### config.mk
export PLATFORM = sky130hd
export DESIGN_NAME = segre_dcache_port_arbiter
export DESIGN_NICKNAME = d
export VERILOG_FILES = /design/src/rtl/segre_pkg.sv /design/src/rtl/segre_dcache_port_arbiter.sv
export SDC_FILE = /design/constraint.sdc
export NUM_CORES = 1
export LEC_CHECK = 0
export ABC_CLOCK_PERIOD_IN_PS = 7300
export BUFFER_PORTS_ARGS = -buffer_cell sky130_fd_sc_hd__buf_4
export CELL_PAD_IN_SITES_DETAIL_PLACEMENT = 0
export CELL_PAD_IN_SITES_GLOBAL_PLACEMENT = 1
export CORE_AREA = 2 2 133 135
export CTS_CLUSTER_DIAMETER = 150
export DETAILED_ROUTE_END_ITERATION = 8
export DIE_AREA = 0 0 135 137
export GPL_TIMING_DRIVEN = 0
export PLACE_DENSITY = 0.76
export SETUP_SLACK_MARGIN = 0.1
export SLEW_MARGIN = 0
export SYNTH_ARGS = -nofsm -noshare
export SYNTH_HDL_FRONTEND = slang
export SYNTH_SLANG_ARGS = --single-unit
### constraint.sdc
create_clock -name clk_i -period 7.3 [get_ports clk_i]
set_input_delay 1.095 -clock clk_i [delete_from_list [all_inputs] [get_ports clk_i]]
set_output_delay 1.095 -clock clk_i [all_outputs]
set_load 0.05 [all_outputs]
### src/rtl/segre_pkg.sv
// Shared word/line geometry, memory-op types and arbiter state encoding
// for the segre data cache.
package segre_pkg;

  localparam int WORD_SIZE  = 32;
  localparam int FILL_BEATS = 4;
  localparam int LINE_SIZE  = WORD_SIZE * FILL_BEATS;
  localparam int BEAT_W     = $clog2(FILL_BEATS);

  localparam int                  STARVE_W     = 3;
  localparam logic [STARVE_W-1:0] STARVE_LIMIT = 3'd4;

  typedef enum logic [1:0] {
    BYTE = 2'b00,
    HALF = 2'b01,
    WORD = 2'b10
  } memop_data_type_e;

  typedef enum logic [1:0] {
    ARB   = 2'b00,
    FILL  = 2'b01,
    DRAIN = 2'b10
  } arb_state_e;

endpackage

### src/rtl/segre_dcache_port_arbiter.sv
// Single-port data cache arbiter: line refills, store-buffer drains and load
// lookups share one registered cache port command.
module segre_dcache_port_arbiter
  import segre_pkg::*;
(
  input  logic                 clk_i,
  input  logic                 rsn_i,
  input  logic                 fill_req_i,
  input  logic [WORD_SIZE-1:0] fill_addr_i,
  input  logic [LINE_SIZE-1:0] fill_data_i,
  input  logic                 sb_req_i,
  input  logic [WORD_SIZE-1:0] sb_addr_i,
  input  logic [WORD_SIZE-1:0] sb_data_i,
  input  memop_data_type_e     sb_type_i,
  input  logic                 sb_urgent_i,
  input  logic                 ld_req_i,
  input  logic [WORD_SIZE-1:0] ld_addr_i,
  input  memop_data_type_e     ld_type_i,
  output logic                 fill_gnt_o,
  output logic                 sb_gnt_o,
  output logic                 ld_gnt_o,
  output logic                 ld_stall_o,
  output logic                 cache_req_o,
  output logic                 cache_we_o,
  output logic                 cache_fill_o,
  output logic [WORD_SIZE-1:0] cache_addr_o,
  output logic [WORD_SIZE-1:0] cache_data_o,
  output memop_data_type_e     cache_type_o
);

  localparam logic [BEAT_W-1:0]   LAST_BEAT  = BEAT_W'(FILL_BEATS - 1);
  localparam logic [STARVE_W-1:0] STARVE_MAX = '1;

  arb_state_e                           state_q;
  logic [BEAT_W-1:0]                    beat_q;
  logic [STARVE_W-1:0]                  starve_q;
  logic                                 starved;
  logic                                 fill_write;
  logic [FILL_BEATS-1:0][WORD_SIZE-1:0] fill_words;
  logic [WORD_SIZE-1:0]                 fill_addr;

  assign starved    = (starve_q >= STARVE_LIMIT);
  assign fill_words = fill_data_i;
  assign fill_addr  = fill_addr_i + WORD_SIZE'({beat_q, 2'b00});
  assign ld_stall_o = ld_req_i && !ld_gnt_o;

  // A drain whose store buffer has emptied arbitrates like ARB in the same
  // cycle, so a waiting refill starts without a bubble.
  always_comb begin
    fill_gnt_o = 1'b0;
    sb_gnt_o   = 1'b0;
    ld_gnt_o   = 1'b0;
    fill_write = 1'b0;
    if (!rsn_i) begin
      if (state_q == FILL) begin
        fill_write = 1'b1;
        fill_gnt_o = (beat_q == LAST_BEAT);
      end else if (state_q == DRAIN && sb_req_i) begin
        sb_gnt_o = 1'b1;
      end else if (fill_req_i) begin
        fill_write = 1'b1;
      end else if (sb_req_i && (sb_urgent_i || starved)) begin
        sb_gnt_o = 1'b1;
      end else if (ld_req_i) begin
        ld_gnt_o = 1'b1;
      end else if (sb_req_i) begin
        sb_gnt_o = 1'b1;
      end
    end
  end

  // The refill grant cycle already writes beat 0, so FILL resumes at beat 1.
  always_ff @(posedge clk_i) begin
    if (rsn_i) begin
      state_q      <= ARB;
      beat_q       <= '0;
      starve_q     <= '0;
      cache_req_o  <= 1'b0;
      cache_we_o   <= 1'b0;
      cache_fill_o <= 1'b0;
      cache_addr_o <= '0;
      cache_data_o <= '0;
      cache_type_o <= BYTE;
    end else begin
      if (state_q == FILL) begin
        if (beat_q == LAST_BEAT) begin
          state_q <= ARB;
          beat_q  <= '0;
        end else begin
          beat_q <= beat_q + 1'b1;
        end
      end else if (fill_write) begin
        state_q <= FILL;
        beat_q  <= BEAT_W'(1);
      end else if (sb_gnt_o && sb_urgent_i) begin
        state_q <= DRAIN;
      end else begin
        state_q <= ARB;
      end

      if (sb_gnt_o) begin
        starve_q <= '0;
      end else if (state_q == ARB && sb_req_i && starve_q != STARVE_MAX) begin
        starve_q <= starve_q + 1'b1;
      end

      cache_req_o  <= fill_write || sb_gnt_o || ld_gnt_o;
      cache_we_o   <= fill_write || sb_gnt_o;
      cache_fill_o <= fill_write;
      if (fill_write) begin
        cache_addr_o <= fill_addr;
        cache_data_o <= fill_words[beat_q];
        cache_type_o <= WORD;
      end else if (sb_gnt_o) begin
        cache_addr_o <= sb_addr_i;
        cache_data_o <= sb_data_i;
        cache_type_o <= sb_type_i;
      end else if (ld_gnt_o) begin
        cache_addr_o <= ld_addr_i;
        cache_data_o <= '0;
        cache_type_o <= ld_type_i;
      end else begin
        cache_addr_o <= '0;
        cache_data_o <= '0;
        cache_type_o <= BYTE;
      end
    end
  end

  // A refill must stay requested until its final beat is granted.
  fill_held_during_fill : assert property (
    @(posedge clk_i) disable iff (rsn_i) (state_q == FILL) |-> fill_req_i
  );

endmodule

==> qor_table.md, run 1 <==
| Group | Result | Reported |
|:---|:---|:---|
| placement | Number of buffers inserted by port buffering | 338 |
| worst setup path | R2R cell count | 9 |
| drt | Initial DRC count | 223 |
| hold path | Worst min-delay path endpoint | starve_q[1] |
| power | Static leakage power | 3.27 nW |
| floorplanning | Die span in y | 137 um |
| drt | Total via count after detailed routing | 4746 |
| hold path | Min-Delay Startpoint | starve_q[1] |
| clock tree | Number of clock sinks seen by CTS | 76 |
| worst setup path | Arrival time reported for the critical path endpoint | 3170 ps |
| timing | Number of failing hold endpoints at the final stage | 0 |
| floorplanning | Starting Density | 24.7% |
| clock tree | Clk_lat worst skew | 340 ps |
| clock tree | Post-CTS Repair Setup Buffers | 0 |
| floorplanning | Ports | 339 |
| drt | DRC violations left | 0 |
| worst setup path | Endpoint required time on the critical path | 6200 ps |
| clock tree | Worst-case clock buffer depth | 2 |
| drt | Pre-Repair DR Iteration Count | 5 |
| logic synthesis | Number of warning messages in the yosys log | 0 |
| drt | Routed wire per std cell | 19.5 um |
| timing | Transition time at the pin with the least slew margin | 1130 ps |
| timing | Setup repair after global routing missed its margin | false |
| floorplanning | Area inside the core boundary | 17100 um^2 |
| logic synthesis | Seq/Total Area, Yosys | 36.1% |
| clock tree | Worst-path clk slew | 60 ps |
| floorplanning | Site row count | 48 |
| global routing | Sum of overflow across all layers after global routing | 0 |
| timing | Clock skew | 7.50 ps |
| logic synthesis | Count of flip-flops with a built-in enable after synthesis | 0 |
| hold path | Hold crit path type | flip-flop to flip-flop |
| flow run | Max-Cap Viols | 0 |
| cells and area | Ant. Diodes | 0 |
| worst setup path | Category of the worst setup path capture point | output port |
| logic synthesis | Syn Inst Count | 402 |
| logic synthesis | Cell type contributing the most total cell area after synthesis | sky130_fd_sc_hd__dfxtp_1 |
| timing | Smallest hold slack | 534 ps |
| timing | Final clock period utilization by the worst path | 58.4% |
| timing | Final max-slew violation count | 0 |
| drt | Detailed-route vias per instance | 4.84 |
| floorplanning | Die Span X | 135 um |
| timing | Tmin final | 4260 ps |
| logic synthesis | Number of synthesized register bits | 76 |
| timing | Final sum of negative setup slack | 0 ps |
| worst setup path | Start of the worst register-to-register path | beat_q[1] |
| logic synthesis | Average instance area after synthesis | 10.5 um^2 |
| timing | Headroom to the max-slew limit | 24.7% |
| worst setup path | Kind of launch point of the worst setup path | input pin |
| logic synthesis | Most numerous cell types in the synthesized netlist | sky130_fd_sc_hd__dfxtp_1, sky130_fd_sc_hd__a22oi_1, sky130_fd_sc_hd__nor2_1 |
| placement | Total half-perimeter wirelength after legalization and detailed placement | 15800 um |
| logic synthesis | Library cells used by synthesis | 56 |
| clock tree | Quantity of gates resized following cts | 0 |
| placement | Placed cell areas | 7030 um^2 |
| floorplanning | Area of the die | 18500 um^2 |
| logic synthesis | Post-synth design cell area | 4210 um^2 |
| worst setup path | CP Launch Point | fill_req_i |
| logic synthesis | Number of nets produced by synthesis | 674 |
| hold path | Worst Hold Path Cells | 2 |
| logic synthesis | Most frequently used cell type in the post-synthesis netlist | sky130_fd_sc_hd__dfxtp_1 |
| worst setup path | Highest fanout seen on the critical path | 10 |
| global routing | Maximum number of pins on one net before global-route repair | 14 |
| clock tree | Total of hold buffers inserted after clock tree synthesis | 0 |
| global routing | Total track usage | 20.2% |
| cells and area | Cell area after layout | 7330 um^2 |
| logic synthesis | Async S/R FF share, synth | 0% |
| cells and area | Layout Area Growth over Synthesis | 74.1% |
| logic synthesis | Area share of the largest cell type after synthesis | 36.1% |
| cells and area | Fin nets | 1023 |
| worst setup path | R2R Path End | cache_addr_o[18] |
| power | Power per standard cell area | 189 nW/um^2 |
| global routing | First-pass GRT wire length | 27700 um |
| clock tree | H-tree lvl count | 3 |
| logic synthesis | Dominant register cell in the synthesized netlist | sky130_fd_sc_hd__dfxtp_1 |
| clock tree | CTS buffer count | 9 |
| clock tree | CTS root buffer | sky130_fd_sc_hd__clkbuf_16 |
| timing | Setup-violating endpoint count in the final report | 0 |
| drt | Total wire length | 19200 um |
| worst setup path | Worst R2R Setup Slack | 3620 ps |
| cells and area | Share of post-route cells with drive strength above 1 | 54.2% |
| timing | Maximum clock frequency | 235 MHz |
| placement | Final weighted congestion in routability-driven placement | 0.787 |
| clock tree | TritonCTS clock tree | built |
| worst setup path | Crit Path Class | input pin to output port |
| run status | Status | completed |
| global routing | Initial antenna violation count | 0 |
| power | Peak supply drop | 0.103 mV |
| global routing | Via count of the first global-routing pass | 4978 |
| drt | Number of nets still failing antenna checks after routing | 0 |
| logic synthesis | Dominant cells by area after synthesis | sky130_fd_sc_hd__dfxtp_1, sky130_fd_sc_hd__mux4_2, sky130_fd_sc_hd__a22oi_1, sky130_fd_sc_hd__xnor2_1, sky130_fd_sc_hd__nor2_1 |
sequential cells by signal, summed over array words and instances, names as in the netlist:
register	cells
cache_type_o	2
cache_req_o	1
cache_data_o	32
state_q	2
cache_fill_o	1
starve_q	3
beat_q	2
cache_we_o	1
cache_addr_o	32
per-layer routing:
| metal | vias to the layer above | global-route usage, % | wire length (um) |
|---|---|---|---|
| li1 | 2266 | - | - |
| met1 | 2214 | 23.9 | 7460 |
| met2 | 245 | 35.6 | 9610 |
| met3 | 21 | 5.59 | 1750 |
| met4 | 0 | 6.54 | 353 |
| met5 | - | 0 | 0 |
critical path, cell delays in order:
cell and delay, ps:
sky130_fd_sc_hd__buf_4 140, sky130_fd_sc_hd__a21boi_1 150, sky130_fd_sc_hd__o21a_1 230, sky130_fd_sc_hd__nor3_1 700, sky130_fd_sc_hd__clkbuf_1 550, sky130_fd_sc_hd__buf_4 310
metrics by stage:
step | utilization [%] | std cells | setup WS (ps) | power, mW
6_report | 43.0 | 981 | 3040 | 1.39
3_3_place_gp | 41.2 | 965 | 3050 | 0.936
5_1_grt | 43.0 | 981 | 2920 | 1.45
2_1_floorplan | - | 402 | 3330 | 0.724
3_5_place_dp | 41.2 | 965 | 3050 | 0.939
4_1_cts | 43.0 | 981 | 3040 | 1.41
how the worst max path moves through the flow:
stage	endpoint	slack, ps	cells past startpoint
3_5_place_dp	sb_gnt_o	3050	6
5_1_grt	sb_gnt_o	2920	6
4_1_cts	sb_gnt_o	3040	6
6_report	sb_gnt_o	3040	6
2_1_floorplan	ld_stall_o	3330	6
3_3_place_gp	sb_gnt_o	3050	6
cell usage in the layout, fill, tap and decap left out, drive strengths merged, types with 5 or more instances in the layout:
master  Yosys  layout
dfxtp      76      76
buf        10     348
nand4       7       7
a22o       10      10
a221o       6       6
a21oi       6       6
o21ai      15      15
a22oi      43      43
nand3       8       8
nor3        9       9
nor2       35      35
nand2      12      12
o22ai       7       7
xnor2      21      21
clkbuf     21      32
inv        16      17
mux4       32      32
ha          5       5
nor4       15      15
where the power goes:
part | internal, mW | switching, mW | leakage (nW)
combinational | 0.212 | 0.253 | 2.50
sequential | 0.451 | 0.0105 | 0.630
clock | 0.275 | 0.187 | 0.142
cells by family (layout without fill, tap and decap cells):
family,count (synthesis),after routing,synth area share (%)
AOI/OAI and AO/OA,108,108,19.7
and+or+nand+nor,105,105,14.6
DFF,76,76,36.1
buffers and inverters,47,401,4.58
muxes,35,35,17.8
xor gates and xnor gates,25,25,5.20
adders and majority gates,6,6,1.96
layout make-up:
| class | instances | area (um^2) |
|---|---|---|
| Inverter | 16 | 60.1 |
| Clock inverter | 5 | 58.8 |
| Fill cell | 1786 | 9730 |
| Timing Repair Buffer | 338 | 2540 |
| Tap cell | 225 | 282 |
| Buffer | 31 | 133 |
| Clock buffer | 11 | 243 |
| Sequential cell | 76 | 1520 |
| Multi-Input combinational cell | 279 | 2500 |
(Power assumes the default switching activity.)
==> run 2, diff against run 1 <==
- ABC_AREA: unset -> 1
- ABC_CLOCK_PERIOD_IN_PS: 7300 -> 4200
- CORE_AREA: 2 2 133 135 -> unset
- CORE_UTILIZATION: unset -> 26
- DIE_AREA: 0 0 135 137 -> unset
- PLACE_DENSITY: 0.76 -> 0.83
- clock period: 7.3 -> 4.2 ns (I/O delays scaled with it)
==> run 2 against run 1 <==
  * Die area rose by 1.2%
  * Clock power rose by 100%
  * Worst setup slack got worse by 1600 ps
==> qor_table.md, run 2 <==
| Group | Result | Reported | vs previous |
|:---|:---|:---|:---|
| power | Share of total power in sequential cells | 30.9% | was 33.3% |
| floorplanning | Site row count | 48 | unchanged |
| global routing | Initial antenna violation count | 2 | was 0 |
| cells and area | Share of post-route cells with drive strength above 1 | 35.1% | was 54.2% |
| logic synthesis | Number of synthesized register bits | 76 | unchanged |
| drt | Initial DRC count | 242 | was 223 |
| logic synthesis | Mux contribution to synthesized area | 0% | was 17.8% |
| logic synthesis | Cell type contributing the most total cell area after synthesis | sky130_fd_sc_hd__dfxtp_1 | unchanged |
| power | Static leakage power | 4.08 nW | was 3.27 nW |
| global routing | Total track usage | 23.4% | was 20.2% |
| worst setup path | Arrival time reported for the critical path endpoint | 2950 ps | was 3170 ps |
| logic synthesis | Most frequently used cell type in the post-synthesis netlist | sky130_fd_sc_hd__nand2_1 | was sky130_fd_sc_hd__dfxtp_1 |
| cells and area | Fin nets | 1405 | was 1023 |
| power | Internal power summed over all cells | 1.73 mW | was 0.938 mW |
| drt | Pre-Repair DR Iteration Count | 6 | was 5 |
| power | Switch share | 34.6% | was 32.4% |
| timing | Final max-slew violation count | 0 | unchanged |
| power | NetSw | 0.913 mW | was 0.450 mW |
| global routing | Maximum number of pins on one net before global-route repair | 15 | was 14 |
| logic synthesis | Dominant cells by area after synthesis | sky130_fd_sc_hd__dfxtp_1, sky130_fd_sc_hd__nand2_1, sky130_fd_sc_hd__nor2_1, sky130_fd_sc_hd__nand3_1, sky130_fd_sc_hd__o21ai_0 | was sky130_fd_sc_hd__dfxtp_1, sky130_fd_sc_hd__mux4_2, sky130_fd_sc_hd__a22oi_1, sky130_fd_sc_hd__xnor2_1, sky130_fd_sc_hd__nor2_1 |
| logic synthesis | Combinational family with the most area after synthesis | simple AND/OR/NAND/NOR gates | was compound AO/OA/AOI/OAI gates |
| power | Portion of total power attributed to combinational logic | 33.8% | was 33.5% |
| flow run | Max-Cap Viols | 0 | unchanged |
| clock tree | Post-CTS Repair Setup Buffers | 0 | unchanged |
| worst setup path | Category of the worst setup path capture point | flip-flop | was output port |
| clock tree | TritonCTS clock tree | built | unchanged |
| hold path | Hold crit path type | flip-flop to flip-flop | unchanged |
| logic synthesis | Post-Synth Adder-Cell Area | 1.75% | was 1.96% |
| drt | Total via count after detailed routing | 6308 | was 4746 |
| floorplanning | Die Span X | 137 um | was 135 um |
| power | Power per standard cell area | 335 nW/um^2 | was 189 nW/um^2 |
| clock tree | Clk_lat worst skew | 340 ps | about the same |
| logic synthesis | Area share of the largest cell type after synthesis | 32.2% | was 36.1% |
| floorplanning | Die span in y | 137 um | about the same |
| floorplanning | Ports | 339 | unchanged |
| drt | Number of nets still failing antenna checks after routing | 0 | unchanged |
| clock tree | Worst-case clock buffer depth | 2 | unchanged |
| worst setup path | Biggest cell delay along the critical path | 540 ps | was 700 ps |
| clock tree | Total of hold buffers inserted after clock tree synthesis | 0 | unchanged |
| worst setup path | Highest fanout seen on the critical path | 10 | unchanged |
| timing | Setup repair after global routing missed its margin | false | unchanged |
| drt | Routed wire per std cell | 16.2 um | was 19.5 um |
| timing | Setup-violating endpoint count in the final report | 0 | unchanged |
| clock tree | H-tree lvl count | 3 | unchanged |
| drt | DRC violations left | 0 | unchanged |
| placement | Total half-perimeter wirelength after legalization and detailed placement | 18000 um | was 15800 um |
| timing | Tmin final | 2720 ps |  |
| drt | Total wire length | 22100 um | was 19200 um |
| logic synthesis | Syn Inst Count | 785 | was 402 |
| logic synthesis | Basic-gate share of the synthesized area counting and, or, nand and nor cells | 44.3% | was 14.6% |
| placement | Number of buffers inserted by port buffering | 337 | was 338 |
| logic synthesis | Number of warning messages in the yosys log | 0 | unchanged |
| worst setup path | Crit-path leading delay family | simple AND/OR/NAND/NOR gates | was buffers and inverters |
| logic synthesis | Most numerous cell types in the synthesized netlist | sky130_fd_sc_hd__nand2_1, sky130_fd_sc_hd__nor2_1, sky130_fd_sc_hd__dfxtp_1 | was sky130_fd_sc_hd__dfxtp_1, sky130_fd_sc_hd__a22oi_1, sky130_fd_sc_hd__nor2_1 |
| logic synthesis | Area fraction in compound gates after synthesis | 12.1% | was 19.7% |
| cells and area | Leading cell type in the layout, fill and taps excluded | sky130_fd_sc_hd__buf_4 | unchanged |
| worst setup path | Cell with the largest stage delay on the worst path | sky130_fd_sc_hd__dfxtp_1 | was sky130_fd_sc_hd__nor3_1 |
| power | Final Power | 2.64 mW | was 1.39 mW |
| worst setup path | Crit Path Class | flip-flop to flip-flop | was input pin to output port |
| logic synthesis | Post-synth design cell area | 4730 um^2 | was 4210 um^2 |
| global routing | Sum of overflow across all layers after global routing | 0 | unchanged |
| logic synthesis | Library cells used by synthesis | 30 | was 56 |
| global routing | Via count of the first global-routing pass | 6090 | was 4978 |
| timing | Headroom to the max-slew limit | 59.2% | was 24.7% |
| cells and area | Post-layout util | 45.0% | was 43.0% |
| logic synthesis | Count of flip-flops with a built-in enable after synthesis | 0 | unchanged |
| clock tree | CTS root buffer | sky130_fd_sc_hd__clkbuf_16 | unchanged |
| timing | Final clock period utilization by the worst path | 64.9% |  |
| clock tree | CTS buffer count | 9 | unchanged |
| logic synthesis | Dominant register cell in the synthesized netlist | sky130_fd_sc_hd__dfxtp_1 | unchanged |
| timing | Clock skew | 7.98 ps | was 7.50 ps |
| floorplanning | Starting Density | 27.0% | was 24.7% |
| logic synthesis | Seq/Total Area, Yosys | 32.2% | was 36.1% |
| cells and area | Largest regs | cache_addr_o (32), cache_data_o (32), starve_q (3) | unchanged |
| run status | Status | completed | unchanged |
| clock tree | Quantity of gates resized following cts | 0 | unchanged |
| worst setup path | Most frequent cell on the critical path | sky130_fd_sc_hd__nand3_1 | was sky130_fd_sc_hd__buf_4 |
| worst setup path | Cells along the critical path | inv_1 -> clkbuf_1 -> fa_1 -> nor2_2 -> nand2_1 -> nor2_2 -> nand3_1 -> nand3_1 -> nand3_1 | was buf_4 -> a21boi_1 -> o21a_1 -> nor3_1 -> clkbuf_1 -> buf_4 |
| floorplanning | Area inside the core boundary | 17500 um^2 | was 17100 um^2 |
| logic synthesis | Average instance area after synthesis | 6.02 um^2 | was 10.5 um^2 |
| worst setup path | Combined buffer and inverter count along the critical path | 2 | was 3 |
| global routing | First-pass GRT wire length | 32800 um | was 27700 um |
| cells and area | Commonest cells after routing, fill and taps aside | sky130_fd_sc_hd__buf_4, sky130_fd_sc_hd__nand2_1, sky130_fd_sc_hd__nor2_1 | was sky130_fd_sc_hd__buf_4, sky130_fd_sc_hd__dfxtp_1, sky130_fd_sc_hd__a22oi_1 |
| cells and area | Layout Area Growth over Synthesis | 66.9% | was 74.1% |
| placement | Final weighted congestion in routability-driven placement | 0.874 | was 0.787 |
| worst setup path | Kind of launch point of the worst setup path | flip-flop | was input pin |
| timing | Number of failing hold endpoints at the final stage | 0 | unchanged |
| timing | Final sum of negative setup slack | 0 ps | unchanged |
| clock tree | Worst-path clk slew | 70 ps | was 60 ps |
| clock tree | Number of clock sinks seen by CTS | 76 | unchanged |
| worst setup path | Endpoint required time on the critical path | 4430 ps | was 6200 ps |
| power | Clock share of power | 35.3% | was 33.3% |
| logic synthesis | Async S/R FF share, synth | 0% | unchanged |
| timing | Transition time at the pin with the least slew margin | 612 ps | was 1130 ps |
| power | Peak supply drop | 0.178 mV | was 0.103 mV |
| logic synthesis | Number of nets produced by synthesis | 1057 | was 674 |
| floorplanning | Area of the die | 18700 um^2 | was 18500 um^2 |
| drt | Detailed-route vias per instance | 4.62 | was 4.84 |
| timing | Maximum clock frequency | 367 MHz |  |
| logic synthesis | Synth Area in XOR/XNOR | 1.30% | was 5.20% |
[run 2: per-layer routing]
metal | vias to the layer above | track usage (%) | part of all wire, %
li1 | 3217 | - | -
met1 | 2799 | 27.3 | 40
met2 | 260 | 41.8 | 50
met3 | 32 | 5.63 | 7.8
met4 | 0 | 7.69 | 2.1
met5 | - | 0 | 0
[run 2: cells by family (layout without fill, tap and decap cells)]
logic type	Yosys count	after routing
simple gates	505	505
flops	76	76
compound gates	105	105
xor+xnor	7	7
fa+ha+maj	6	6
other cells	0	2
buf+inv	86	439
[run 2: final cells by class]
type / count / area (um^2)
antenna: 2 / 5.00
buffer: 39 / 218
clock buffer: 9 / 225
clock inverter: 7 / 121
fill: 1910 / 9650
inverter: 47 / 176
multi-input combinational: 623 / 2810
sequential: 76 / 1520
tap: 225 / 282
timing repair buffer: 337 / 2530
[run 2: stage by stage]
stage | cell area (um^2) | worst slack, ps | hold WS (ps) | cells
6_report | 7890 | 1480 | 468 | 1365
3_3_place_gp | 7540 | 1460 | 456 | 1347
3_5_place_dp | 7540 | 1420 | 459 | 1347
2_1_floorplan | 4730 | 1600 | 444 | 785
4_1_cts | 7890 | 1410 | 457 | 1363
5_1_grt | 7890 | 1200 | 463 | 1365
[run 2: worst reg2reg max path, delay by kind of cell, from the launching register on]
family	cells	cell delay [ps]
and+or+nand+nor	6	1070
DFF	1	540
adders and majority gates	1	510
buffers and inverters	2	500
[run 2: path summary, 6_finish.rpt]
path                                  start               end  slack, ps  depth (start not counted)
worst min register to register  starve_q[1]       starve_q[1]        470                          2
worst max-delay path              beat_q[1]  cache_addr_o[16]       1480                          9
worst min-delay path            starve_q[1]       starve_q[1]        470                          2
worst max register to register    beat_q[1]  cache_addr_o[16]       1480                          9
[run 2: power by group through the flow]
stage,clock [mW],combinational [mW],sequential (mW)
floorplan,0,0.255,1.07
global placement,0,0.897,0.830
detailed placement,0,0.896,0.832
CTS,0.961,0.898,0.817
global route,0.988,0.965,0.823
finish,0.934,0.893,0.816
